--- src/rtl/palette_lut_if.sv ---
// Write/lookup bus between the sprite index decoder and the palette LUT.
// The master drives the requests; the slave returns handshake, lookup results and status.
interface palette_lut_if #(
  parameter int unsigned IDX_W   = 4,
  parameter int unsigned PAL_W   = 2,
  parameter int unsigned COLOR_W = 24
);
  logic               i_wr_valid;
  logic               o_wr_ready;
  logic [PAL_W-1:0]   i_wr_pal;
  logic [IDX_W-1:0]   i_wr_idx;
  logic [COLOR_W-1:0] i_wr_color;
  logic               i_rd_valid;
  logic [PAL_W-1:0]   i_rd_pal;
  logic [IDX_W-1:0]   i_rd_idx;
  logic               o_rd_valid;
  logic [COLOR_W-1:0] o_rd_color;
  logic               o_rd_transparent;
  logic               o_busy;

  modport master (
    output i_wr_valid, i_wr_pal, i_wr_idx, i_wr_color,
    output i_rd_valid, i_rd_pal, i_rd_idx,
    input  o_wr_ready, o_rd_valid, o_rd_color, o_rd_transparent, o_busy
  );

  modport slave (
    input  i_wr_valid, i_wr_pal, i_wr_idx, i_wr_color,
    input  i_rd_valid, i_rd_pal, i_rd_idx,
    output o_wr_ready, o_rd_valid, o_rd_color, o_rd_transparent, o_busy
  );
endinterface

--- src/rtl/palette_lut.sv ---
// Multi-bank writable colour palette: self-clears after reset, then serves one
// lookup per cycle with 2-cycle latency and a per-index transparency flag.
module palette_lut #(
  parameter int unsigned IDX_W           = 4,
  parameter int unsigned NUM_PAL         = 4,
  parameter int unsigned COLOR_W         = 24,
  parameter int unsigned TRANSPARENT_IDX = 0
) (
  input logic          i_clk,
  input logic          i_rst,
  palette_lut_if.slave bus
);
  localparam int unsigned PAL_W   = (NUM_PAL > 1) ? $clog2(NUM_PAL) : 1;
  localparam int unsigned ENTRIES = 1 << IDX_W;
  localparam int unsigned DEPTH   = NUM_PAL * ENTRIES;
  localparam int unsigned ADDR_W  = PAL_W + IDX_W;
  localparam int unsigned CNT_W   = $clog2(DEPTH + 1);

  localparam logic [0:0] ST_CLEAR = 1'b0;
  localparam logic [0:0] ST_READY = 1'b1;

  logic [0:0]         r_state;
  logic [0:0]         w_state_nxt;
  logic [CNT_W-1:0]   r_clr_cnt;
  logic [CNT_W-1:0]   w_clr_cnt_nxt;
  logic               w_clr_we;

  logic               r_busy;
  logic               r_wr_ready;

  logic [COLOR_W-1:0] r_mem [DEPTH];

  logic               w_wr_fire;
  logic               w_wr_pal_ok;
  logic               w_rd_pal_ok;
  logic [ADDR_W-1:0]  w_wr_addr;
  logic [ADDR_W-1:0]  w_rd_addr;

  logic               r_s1_valid;
  logic               r_s1_transp;
  logic               r_s1_oor;
  logic [COLOR_W-1:0] r_s1_data;

  logic               r_rd_valid;
  logic [COLOR_W-1:0] r_rd_color;
  logic               r_rd_transp;

  assign w_wr_pal_ok = (32'(bus.i_wr_pal) < NUM_PAL);
  assign w_rd_pal_ok = (32'(bus.i_rd_pal) < NUM_PAL);
  assign w_wr_fire   = bus.i_wr_valid && r_wr_ready;
  assign w_wr_addr   = {bus.i_wr_pal, bus.i_wr_idx};
  assign w_rd_addr   = {bus.i_rd_pal, bus.i_rd_idx};

  // Next-state logic: sweep every address once, then serve traffic.
  always_comb begin
    w_state_nxt   = r_state;
    w_clr_cnt_nxt = r_clr_cnt;
    w_clr_we      = 1'b0;
    case (r_state)
      ST_CLEAR: begin
        w_clr_we      = 1'b1;
        w_clr_cnt_nxt = r_clr_cnt + CNT_W'(1);
        if (r_clr_cnt == CNT_W'(DEPTH - 1)) begin
          w_state_nxt = ST_READY;
        end
      end
      ST_READY: ;
      default: begin
        w_state_nxt   = ST_CLEAR;
        w_clr_cnt_nxt = '0;
      end
    endcase
  end

  always_ff @(posedge i_clk) begin
    if (i_rst) begin
      r_state    <= ST_CLEAR;
      r_clr_cnt  <= '0;
      r_busy     <= 1'b1;
      r_wr_ready <= 1'b0;
    end else begin
      r_state    <= w_state_nxt;
      r_clr_cnt  <= w_clr_cnt_nxt;
      r_busy     <= (w_state_nxt == ST_CLEAR);
      r_wr_ready <= (w_state_nxt == ST_READY);
    end
  end

  // Storage; the stage-1 read samples before this edge's write lands (no bypass).
  always_ff @(posedge i_clk) begin
    r_s1_data <= r_mem[w_rd_addr];
    if (!i_rst) begin
      if (w_clr_we) begin
        r_mem[r_clr_cnt[ADDR_W-1:0]] <= '0;
      end else if (w_wr_fire && w_wr_pal_ok) begin
        r_mem[w_wr_addr] <= bus.i_wr_color;
      end
    end
  end

  always_ff @(posedge i_clk) begin
    if (i_rst) begin
      r_s1_valid  <= 1'b0;
      r_s1_transp <= 1'b0;
      r_s1_oor    <= 1'b0;
      r_rd_valid  <= 1'b0;
      r_rd_color  <= '0;
      r_rd_transp <= 1'b0;
    end else begin
      r_s1_valid  <= bus.i_rd_valid && (r_state == ST_READY);
      r_s1_transp <= (bus.i_rd_idx == IDX_W'(TRANSPARENT_IDX));
      r_s1_oor    <= !w_rd_pal_ok;
      r_rd_valid  <= r_s1_valid;
      if (r_s1_valid) begin
        r_rd_color  <= r_s1_oor ? '0 : r_s1_data;
        r_rd_transp <= r_s1_transp | r_s1_oor;
      end
    end
  end

  assign bus.o_busy           = r_busy;
  assign bus.o_wr_ready       = r_wr_ready;
  assign bus.o_rd_valid       = r_rd_valid;
  assign bus.o_rd_color       = r_rd_color;
  assign bus.o_rd_transparent = r_rd_transp;
endmodule

--- src/flat_wrapper.sv ---
// flat-port wrapper written by rule: the top's interface ports become plain ports
module palette_lut_flat 
#(
  parameter int unsigned IDX_W           = 4,
  parameter int unsigned NUM_PAL         = 4,
  parameter int unsigned COLOR_W         = 24,
  parameter int unsigned TRANSPARENT_IDX = 0
)
  (i_clk, i_rst, bus_i_wr_valid, bus_i_wr_pal, bus_i_wr_idx, bus_i_wr_color, bus_i_rd_valid, bus_i_rd_pal, bus_i_rd_idx, bus_o_wr_ready, bus_o_rd_valid, bus_o_rd_color, bus_o_rd_transparent, bus_o_busy);
  palette_lut_if #(.IDX_W(IDX_W), .PAL_W(2), .COLOR_W(COLOR_W)) bus_i ();
  input logic i_clk;
  input logic i_rst;
  input wire logic [$bits(bus_i.i_wr_valid)-1:0] bus_i_wr_valid;
  input wire logic [$bits(bus_i.i_wr_pal)-1:0] bus_i_wr_pal;
  input wire logic [$bits(bus_i.i_wr_idx)-1:0] bus_i_wr_idx;
  input wire logic [$bits(bus_i.i_wr_color)-1:0] bus_i_wr_color;
  input wire logic [$bits(bus_i.i_rd_valid)-1:0] bus_i_rd_valid;
  input wire logic [$bits(bus_i.i_rd_pal)-1:0] bus_i_rd_pal;
  input wire logic [$bits(bus_i.i_rd_idx)-1:0] bus_i_rd_idx;
  output wire logic [$bits(bus_i.o_wr_ready)-1:0] bus_o_wr_ready;
  output wire logic [$bits(bus_i.o_rd_valid)-1:0] bus_o_rd_valid;
  output wire logic [$bits(bus_i.o_rd_color)-1:0] bus_o_rd_color;
  output wire logic [$bits(bus_i.o_rd_transparent)-1:0] bus_o_rd_transparent;
  output wire logic [$bits(bus_i.o_busy)-1:0] bus_o_busy;
  assign bus_i.i_wr_valid = bus_i_wr_valid;
  assign bus_i.i_wr_pal = bus_i_wr_pal;
  assign bus_i.i_wr_idx = bus_i_wr_idx;
  assign bus_i.i_wr_color = bus_i_wr_color;
  assign bus_i.i_rd_valid = bus_i_rd_valid;
  assign bus_i.i_rd_pal = bus_i_rd_pal;
  assign bus_i.i_rd_idx = bus_i_rd_idx;
  assign bus_o_wr_ready = bus_i.o_wr_ready;
  assign bus_o_rd_valid = bus_i.o_rd_valid;
  assign bus_o_rd_color = bus_i.o_rd_color;
  assign bus_o_rd_transparent = bus_i.o_rd_transparent;
  assign bus_o_busy = bus_i.o_busy;
  palette_lut #(.IDX_W(IDX_W), .NUM_PAL(NUM_PAL), .COLOR_W(COLOR_W), .TRANSPARENT_IDX(TRANSPARENT_IDX)) u_core (.i_clk(i_clk), .i_rst(i_rst), .bus(bus_i));
endmodule
--- config.mk ---
export PLATFORM = sky130hd
export DESIGN_NAME = palette_lut_flat
export DESIGN_NICKNAME = d
export VERILOG_FILES = /design/src/rtl/palette_lut_if.sv /design/src/rtl/palette_lut.sv /design/src/flat_wrapper.sv
export SDC_FILE = /design/constraint.sdc
export NUM_CORES = 1
export LEC_CHECK = 0
export CAP_MARGIN = 5
export CELL_PAD_IN_SITES_DETAIL_PLACEMENT = 0
export CELL_PAD_IN_SITES_GLOBAL_PLACEMENT = 1
export CORE_ASPECT_RATIO = 2
export CORE_MARGIN = 1.5
export CORE_UTILIZATION = 60
export DETAILED_ROUTE_END_ITERATION = 12
export GPL_ROUTABILITY_DRIVEN = 0
export PLACE_DENSITY_LB_ADDON = 0.1
export RECOVER_POWER = 50
export SYNTH_ARGS = -nofsm -noshare
export SYNTH_HDL_FRONTEND = slang
export SYNTH_SLANG_ARGS = --single-unit
--- constraint.sdc ---
create_clock -name i_clk -period 5.4 [get_ports i_clk]
set_input_delay 0.54 -clock i_clk [delete_from_list [all_inputs] [get_ports i_clk]]
set_output_delay 0.54 -clock i_clk [all_outputs]
set_load 0.03 [all_outputs]
==> results.tsv, run 1 <==
metric	value	unit
status	finished with violations	
violations	max-capacitance violations, max-slew violations	
cp-startpoint	bus_i_rd_idx[2]	
critPathArrivalTime	5020	ps
hold_start	i_rst	
dp.cells	4222	
rr_worst_depth	4	
root_buffer	clkbuf_16	
core	101000	sq um
route.detailed.drc	0	
vias	30417	
crit_family	buffers and inverters	
finalSetupViolations	0	
wirelength	166000	um
startpoint_type	input pin	
min_period	4410	ps
crit_chain	buf_6 > or3b_1 > clkbuf_1 > o221ai_1 > a221oi_1 > buf_4 > nor4_1	
p_leak	24.4	nW
slowest_stage	or3b_1	
ys_seq_elements	1597	
grt_max_degree	75	
final_hold_viol_count	0	
drv_cap	18	
max_stage_delay	1620	ps
whs_path_depth	2	
required	6010	ps
synthTopCellsByArea	edfxtp_1, mux4_2, mux2i_1	
first_iter_violations	3324	
antenna_found_initial	11	
rsz0062_at_grt	no	
ir_drop	460	uV
clk_path_buf_depth	3	
die_area	104000	sq um
syn2layout_area_growth	11.9	%
clkSinkCount	1597	
ys_types	51	
post-route-period-util	0.817	
layout-drive-gt1-share	0.241	
stdcell_count	4477	
dp_hpwl	103000	um
synth_area_per_cell	21.5	sq um
worst_pin_slew	2730	ps
first_pass_iters	5	
post_cts_resize_count	0	
wl_per_cell	37.1	um
cts_setup_buffers	0	
ys_seq_area_frac	0.777	
routed_via_density	6.79	
ys.flop_type	edfxtp_1	
reg2reg_to	u_core.r_mem[20][16]$_DFFE_PP_	
relSlewSlack	-0.818	
hold_path_class	in -> reg	
setup_tns	0	ps
overflow	0	
synthArstFlopShare	0	
synth_area_leader_cell	edfxtp_1	
postSynthCellCount	2835	
clock_skew	18.4	ps
hold_path_end	u_core.r_clr_cnt[5]$_SDFFE_PP0N_	
critPathKind	in -> reg	
ys.warnings.count	0	
crit_buf_inv	3	
crit_fanout	74	
holdBufCountCts	0	
num_rows	165	
grt_use_total	0.327	
grt_pass1_vias	30794	
grt_pass1_wl	232000	um
clkTransAtPathRegs	60	ps
tritoncts	yes	
syn-cell-area	60900	sq um
die_width	228	um
n_fill_cell	6417	
die_h	454	um
htree_levels	4	
syn_nets	2876	
postRouteAntennaNets	0	
synth_edf_count	1536	
critPathCaptureType	register	
fmax	227	MHz
reg2reg_from	u_core.r_state$_SDFF_PP0_	
powerDensity	357	nW/um^2
clk_latency	760	ps
r2r_slack	1210	ps
io_buffers	67	
io_pins	68	
cts_buffers	136	
drv_slew	490	
synthDominantCellAreaShare	0.757	
initial_core_util	0.604	
fin_nets	3065	
final_core_util	0.675	
==> cells in the mapped netlist (21+ instances only) <==
cell,n
o221ai_1,60
mux2_2,45
mux2i_1,207
clkbuf_1,64
and2_1,29
buf_6,25
buf_4,27
buf_2,28
nand2_1,34
a221oi_1,47
nand3_1,21
a21oi_1,33
a211oi_1,21
edfxtp_1,1536
a22oi_1,52
mux4_2,299
dfxtp_1,61
nor2_1,106
==> power breakdown <==
group | internal, W | switching, W | total [W]
Sequential | 0.0134 | 0.0000430 | 0.0135
Clock | 0.00563 | 0.00435 | 0.00998
Combinational | 0.000328 | 0.000548 | 0.000875
==> layout make-up <==
class	instances	area, sq um	share of cell area
Clock buffer	189	3850	0.0565
Antenna cell	6	15.0	0.000220
Timing Repair Buffer	212	1810	0.0265
Multi-Input combinational cell	1076	12800	0.188
Clock inverter	60	653	0.00958
Tap cell	1336	1670	0.0245
Sequential cell	1597	47300	0.694
Inverter	1	3.75	0.0000551
==> cells by family (layout without fill, tap and decap cells) <==
group | count (synthesis) | in the layout | synth area share
fa+ha+maj | 1 | 1 | 0.000205
buf+inv | 162 | 462 | 0.0157
compound gates | 274 | 274 | 0.0345
simple gates | 245 | 245 | 0.0191
mux | 551 | 551 | 0.153
xor+xnor | 5 | 5 | 0.000719
other cells | 0 | 6 | 0
flops | 1597 | 1597 | 0.777
==> state kept, by name, summed over array words and instances, names as in the netlist <==
register / flops
u_core.bus.o_busy: 1
u_core.r_mem: 1536
u_core.r_s1_valid: 1
u_core.r_s1_transp: 1
u_core.bus.o_rd_valid: 1
u_core.r_state: 1
u_core.r_s1_data: 24
u_core.bus.o_rd_transparent: 1
u_core.r_clr_cnt: 7
u_core.bus.o_rd_color: 24
==> placed cells by master (no fill, tap or decap), drive strengths merged, types with 5 or more instances in the layout <==
| cell | n |
|---|---|
| clkinv | 37 |
| inv | 10 |
| diode | 6 |
| nor4 | 11 |
| nand2b | 8 |
| mux2 | 45 |
| clkbuf | 209 |
| clkdlybuf4s50 | 32 |
| dfxtp | 61 |
| o21ai | 6 |
| a211oi | 21 |
| dlygate4sd3 | 28 |
| or3 | 5 |
| mux4 | 299 |
| nor2b | 19 |
| o221ai | 60 |
| a22oi | 52 |
| nor2 | 106 |
| nand3 | 21 |
| and2 | 29 |
| bufinv | 13 |
| a221oi | 47 |
| buf | 132 |
| nand2 | 34 |
| o22ai | 18 |
| mux2i | 207 |
| edfxtp | 1536 |
| a22o | 10 |
| a21oi | 33 |
==> how the worst max path moves through the flow <==
stage | endpoint | slack (ps) | cells past startpoint
5_1_grt | u_core.r_mem[21][16]$_DFFE_PP_ | 1020 | 4
2_1_floorplan | u_core.r_mem[52][0]$_DFFE_PP_ | 2320 | 5
4_1_cts | u_core.r_s1_data[8]$_DFF_P_ | 2050 | 8
6_report | u_core.r_s1_data[2]$_DFF_P_ | 990 | 7
3_5_place_dp | u_core.r_s1_data[8]$_DFF_P_ | 1240 | 8
3_3_place_gp | u_core.r_s1_data[8]$_DFF_P_ | 1250 | 8
==> metal layers <==
layer  GRT usage  vias up  share of wire
met1       0.399    16188           0.35
met2       0.559     1565           0.52
met3      0.0510      369          0.070
met5           0        -       0.000090
li1            -    12293              -
met4       0.190        2          0.069
==> metrics by stage <==
stage | hold slack (ps) | instance area [sq um] | total power (W) | setup slack [ps]
floorplan | 441 | 60900 | 0.0142 | 2320
global placement | 446 | 63800 | 0.0146 | 1250
detailed placement | 463 | 63800 | 0.0146 | 1240
CTS | 33.7 | 68300 | 0.0244 | 2050
global route | 73.6 | 68200 | 0.0249 | 1020
finish | 84.0 | 68200 | 0.0243 | 991
Power figures use the tool's default switching activity.
==> run 2: changes to the inputs <==
--- a/config.mk
+++ b/config.mk
@@ -10,7 +10,7 @@
 export CELL_PAD_IN_SITES_GLOBAL_PLACEMENT = 1
 export CORE_ASPECT_RATIO = 2
 export CORE_MARGIN = 1.5
-export CORE_UTILIZATION = 60
+export CORE_UTILIZATION = 50
 export DETAILED_ROUTE_END_ITERATION = 12
 export GPL_ROUTABILITY_DRIVEN = 0
 export PLACE_DENSITY_LB_ADDON = 0.1
==> constraint.sdc (replaced) <==
create_clock -name i_clk -period 3.8 [get_ports i_clk]
set_input_delay 0.38 -clock i_clk [delete_from_list [all_inputs] [get_ports i_clk]]
set_output_delay 0.38 -clock i_clk [all_outputs]
set_load 0.03 [all_outputs]
==> run 2 against run 1 <==
The flow still finishes with violations (max-capacitance violations, max-slew violations). Critical path depth down 3. First-iteration DRC count is 16% lower. Critical path type is now reg -> reg. Combinational power up 52%. Clock power rose by 43%. Clock skew up 12 ps.
==> results.tsv, run 2 (synthesis results as in run 1) <==
metric	value	unit	change
reg2reg_to	u_core.r_mem[46][20]$_DFFE_PP_		was u_core.r_mem[20][16]$_DFFE_PP_
die_width	250	um	was 228 um
initial_core_util	0.503		was 0.604
layout_commonest_cell	edfxtp_1		unchanged
num_rows	181		was 165
final_cell_mix	edfxtp_1, mux4_2, mux2i_1, buf_4, clkbuf_16		was edfxtp_1, mux4_2, mux2i_1, clkbuf_16, buf_4
clkPwrFrac	0.412		was 0.410
post-route-period-util	0.879		
first_pass_iters	7		was 5
p_seq_frac	0.550		was 0.554
endpoint	u_core.r_mem[46][20]$_DFFE_PP_		was u_core.r_s1_data[2]$_DFF_P_
violations	max-capacitance violations, max-slew violations		unchanged
timing.hold.ws	97.8	ps	was 84.0 ps
placed_cell_area	65200	sq um	was 63800 sq um
syn2layout_area_growth	14.2	%	was 11.9%
p_sw_frac	0.206		was 0.203
worst_pin_slew	1750	ps	was 2730 ps
grt_pass1_wl	226000	um	was 232000 um
clk_path_buf_depth	3		unchanged
root_buffer	clkbuf_16		unchanged
core	121000	sq um	was 101000 sq um
rsz0062_at_grt	no		unchanged
clkSinkCount	1597		unchanged
io_pins	68		unchanged
max_stage_delay	1170	ps	was 1620 ps
multiInputGateArea	12800	sq um	about the same
ir_drop	492	uV	was 460 uV
p_leak	24.9	nW	was 24.4 nW
startpoint_type	register		was input pin
critPathArrivalTime	3660	ps	was 5020 ps
critPathCaptureType	register		unchanged
p_switching	0.00715	W	was 0.00494 W
required	4120	ps	was 6010 ps
wl_met1	63100	um	was 57300 um
hold_path_class	in -> reg		unchanged
routed_via_density	6.16		was 6.79
first_iter_violations	2782		was 3324
cts_buffers	141		was 136
top_layer_used	met5		unchanged
final_hold_viol_count	0		unchanged
wl_met3	9630	um	was 11600 um
fmax	299	MHz	
layout-drive-gt1-share	0.265		was 0.241
r2r_slack	460	ps	was 1210 ps
wl_per_cell	33.3	um	was 37.1 um
drv_cap	9		was 18
largest_register_ffs	1536		unchanged
grt_use_total	0.263		was 0.327
clk_latency	770	ps	was 760 ps
wl_met2	82400	um	was 85500 um
reg2reg_from	u_core.r_state$_SDFF_PP0_		unchanged
min_period	3340	ps	
seq_area	47300	sq um	about the same
n_fill_cell	8926		was 6417
holdBufCountCts	0		unchanged
overflow	0		unchanged
grt_pass1_vias	30042		was 30794
crit_family	buffers and inverters		unchanged
tritoncts	yes		unchanged
dp_hpwl	97800	um	was 103000 um
top_register	u_core.r_mem		unchanged
antenna_found_initial	10		was 11
route.detailed.drc	0		unchanged
die_area	124000	sq um	was 104000 sq um
crit_cells	4		was 7
finalPower	0.0348	W	was 0.0243 W
critPathKind	reg -> reg		was in -> reg
setup_tns	0	ps	unchanged
crit_fanout	64		was 74
finalSetupViolations	0		unchanged
crit_chain	and3b_1 > buf_4 > and2_2 > clkbuf_2		was buf_6 > or3b_1 > clkbuf_1 > o221ai_1 > a221oi_1 > buf_4 > nor4_1
relSlewSlack	-0.169		was -0.818
io_buffers	67		unchanged
crit_buf_inv	2		was 3
powerDensity	499	nW/um^2	was 357 nW/um^2
htree_levels	4		unchanged
internal_power	0.0276	W	was 0.0194 W
clkTransAtPathRegs	70	ps	was 60 ps
die_h	497	um	was 454 um
rr_worst_depth	4		unchanged
status	finished with violations		unchanged
vias	29598		was 30417
clock_skew	30.3	ps	was 18.4 ps
comb_power_share	0.038		was 0.036
design_area	69600	sq um	was 68200 sq um
wirelength	160000	um	was 166000 um
grt_max_degree	65		was 75
drv_slew	410		was 490
post_cts_resize_count	0		unchanged
cts_setup_buffers	0		unchanged
slowest_stage	clkbuf_2		was or3b_1
cp-startpoint	u_core.r_state$_SDFF_PP0_		was bus_i_rd_idx[2]
fin_nets	3168		was 3065
postRouteAntennaNets	0		unchanged
==> run 2: cell types whose count changed in the layout (fill, tap and decap cells not counted), sizes merged <==
cell      before  now
diode          6    8
clkbuf       209  210
buf          132  213
clkinv        37   56
inv           10    9
clkinvlp       1    9
==> run 2: area by class of cell <==
cell class                 count  share of cell area
antenna                        8            0.000288
inverter                       1           0.0000539
clock inverter                86              0.0116
timing repair buffer         310              0.0414
sequential                  1597               0.680
clock buffer                 173              0.0542
tap                         1555              0.0279
multi-input combinational   1076               0.184
==> run 2: worst min path at each step <==
stage,startpoint,endpoint,cells after the start
2_1_floorplan,u_core.r_s1_data[12]$_DFF_P_,u_core.bus.o_rd_color[12]$_SDFFE_PP0P_,2
3_3_place_gp,u_core.r_s1_data[7]$_DFF_P_,u_core.bus.o_rd_color[7]$_SDFFE_PP0P_,2
4_1_cts,i_rst,u_core.r_clr_cnt[4]$_SDFFE_PP0N_,3
5_1_grt,i_rst,u_core.r_clr_cnt[5]$_SDFFE_PP0N_,3
6_report,i_rst,u_core.bus.o_rd_color[16]$_SDFFE_PP0P_,3
3_5_place_dp,u_core.r_s1_data[10]$_DFF_P_,u_core.bus.o_rd_color[10]$_SDFFE_PP0P_,2
==> run 2: power by group through the flow <==
stage	clock [W]	sequential, W	combinational (W)
5_1_grt	0.0152	0.0191	0.00139
4_1_cts	0.0146	0.0191	0.00135
3_5_place_dp	0	0.0195	0.00135
3_3_place_gp	0	0.0195	0.00135
6_report	0.0143	0.0191	0.00133
2_1_floorplan	0	0.0195	0.000769
==> run 2: layer usage <==
layer  global-route usage  up-vias
met1                0.347    15832
met4               0.0840        8
met2                0.454     1026
met5                    0        -
met3               0.0382      218
li1                     -    12514
==> run 2: worst register-to-register path: stages (launching register included) <==
cell and delay, ps:
dfxtp_1 400, and3b_1 530, buf_4 420, and2_2 210
clkbuf_2 1170
==> run 2: per-stage QoR <==
| step | util | instances | setup WS [ps] |
|---|---|---|---|
| floorplan | - | 2835 | 721 |
| global placement | 0.538 | 4539 | 182 |
| detailed placement | 0.538 | 4539 | 182 |
| CTS | 0.576 | 4798 | 864 |
| global route | 0.574 | 4800 | 359 |
| finish | 0.575 | 4806 | 461 |
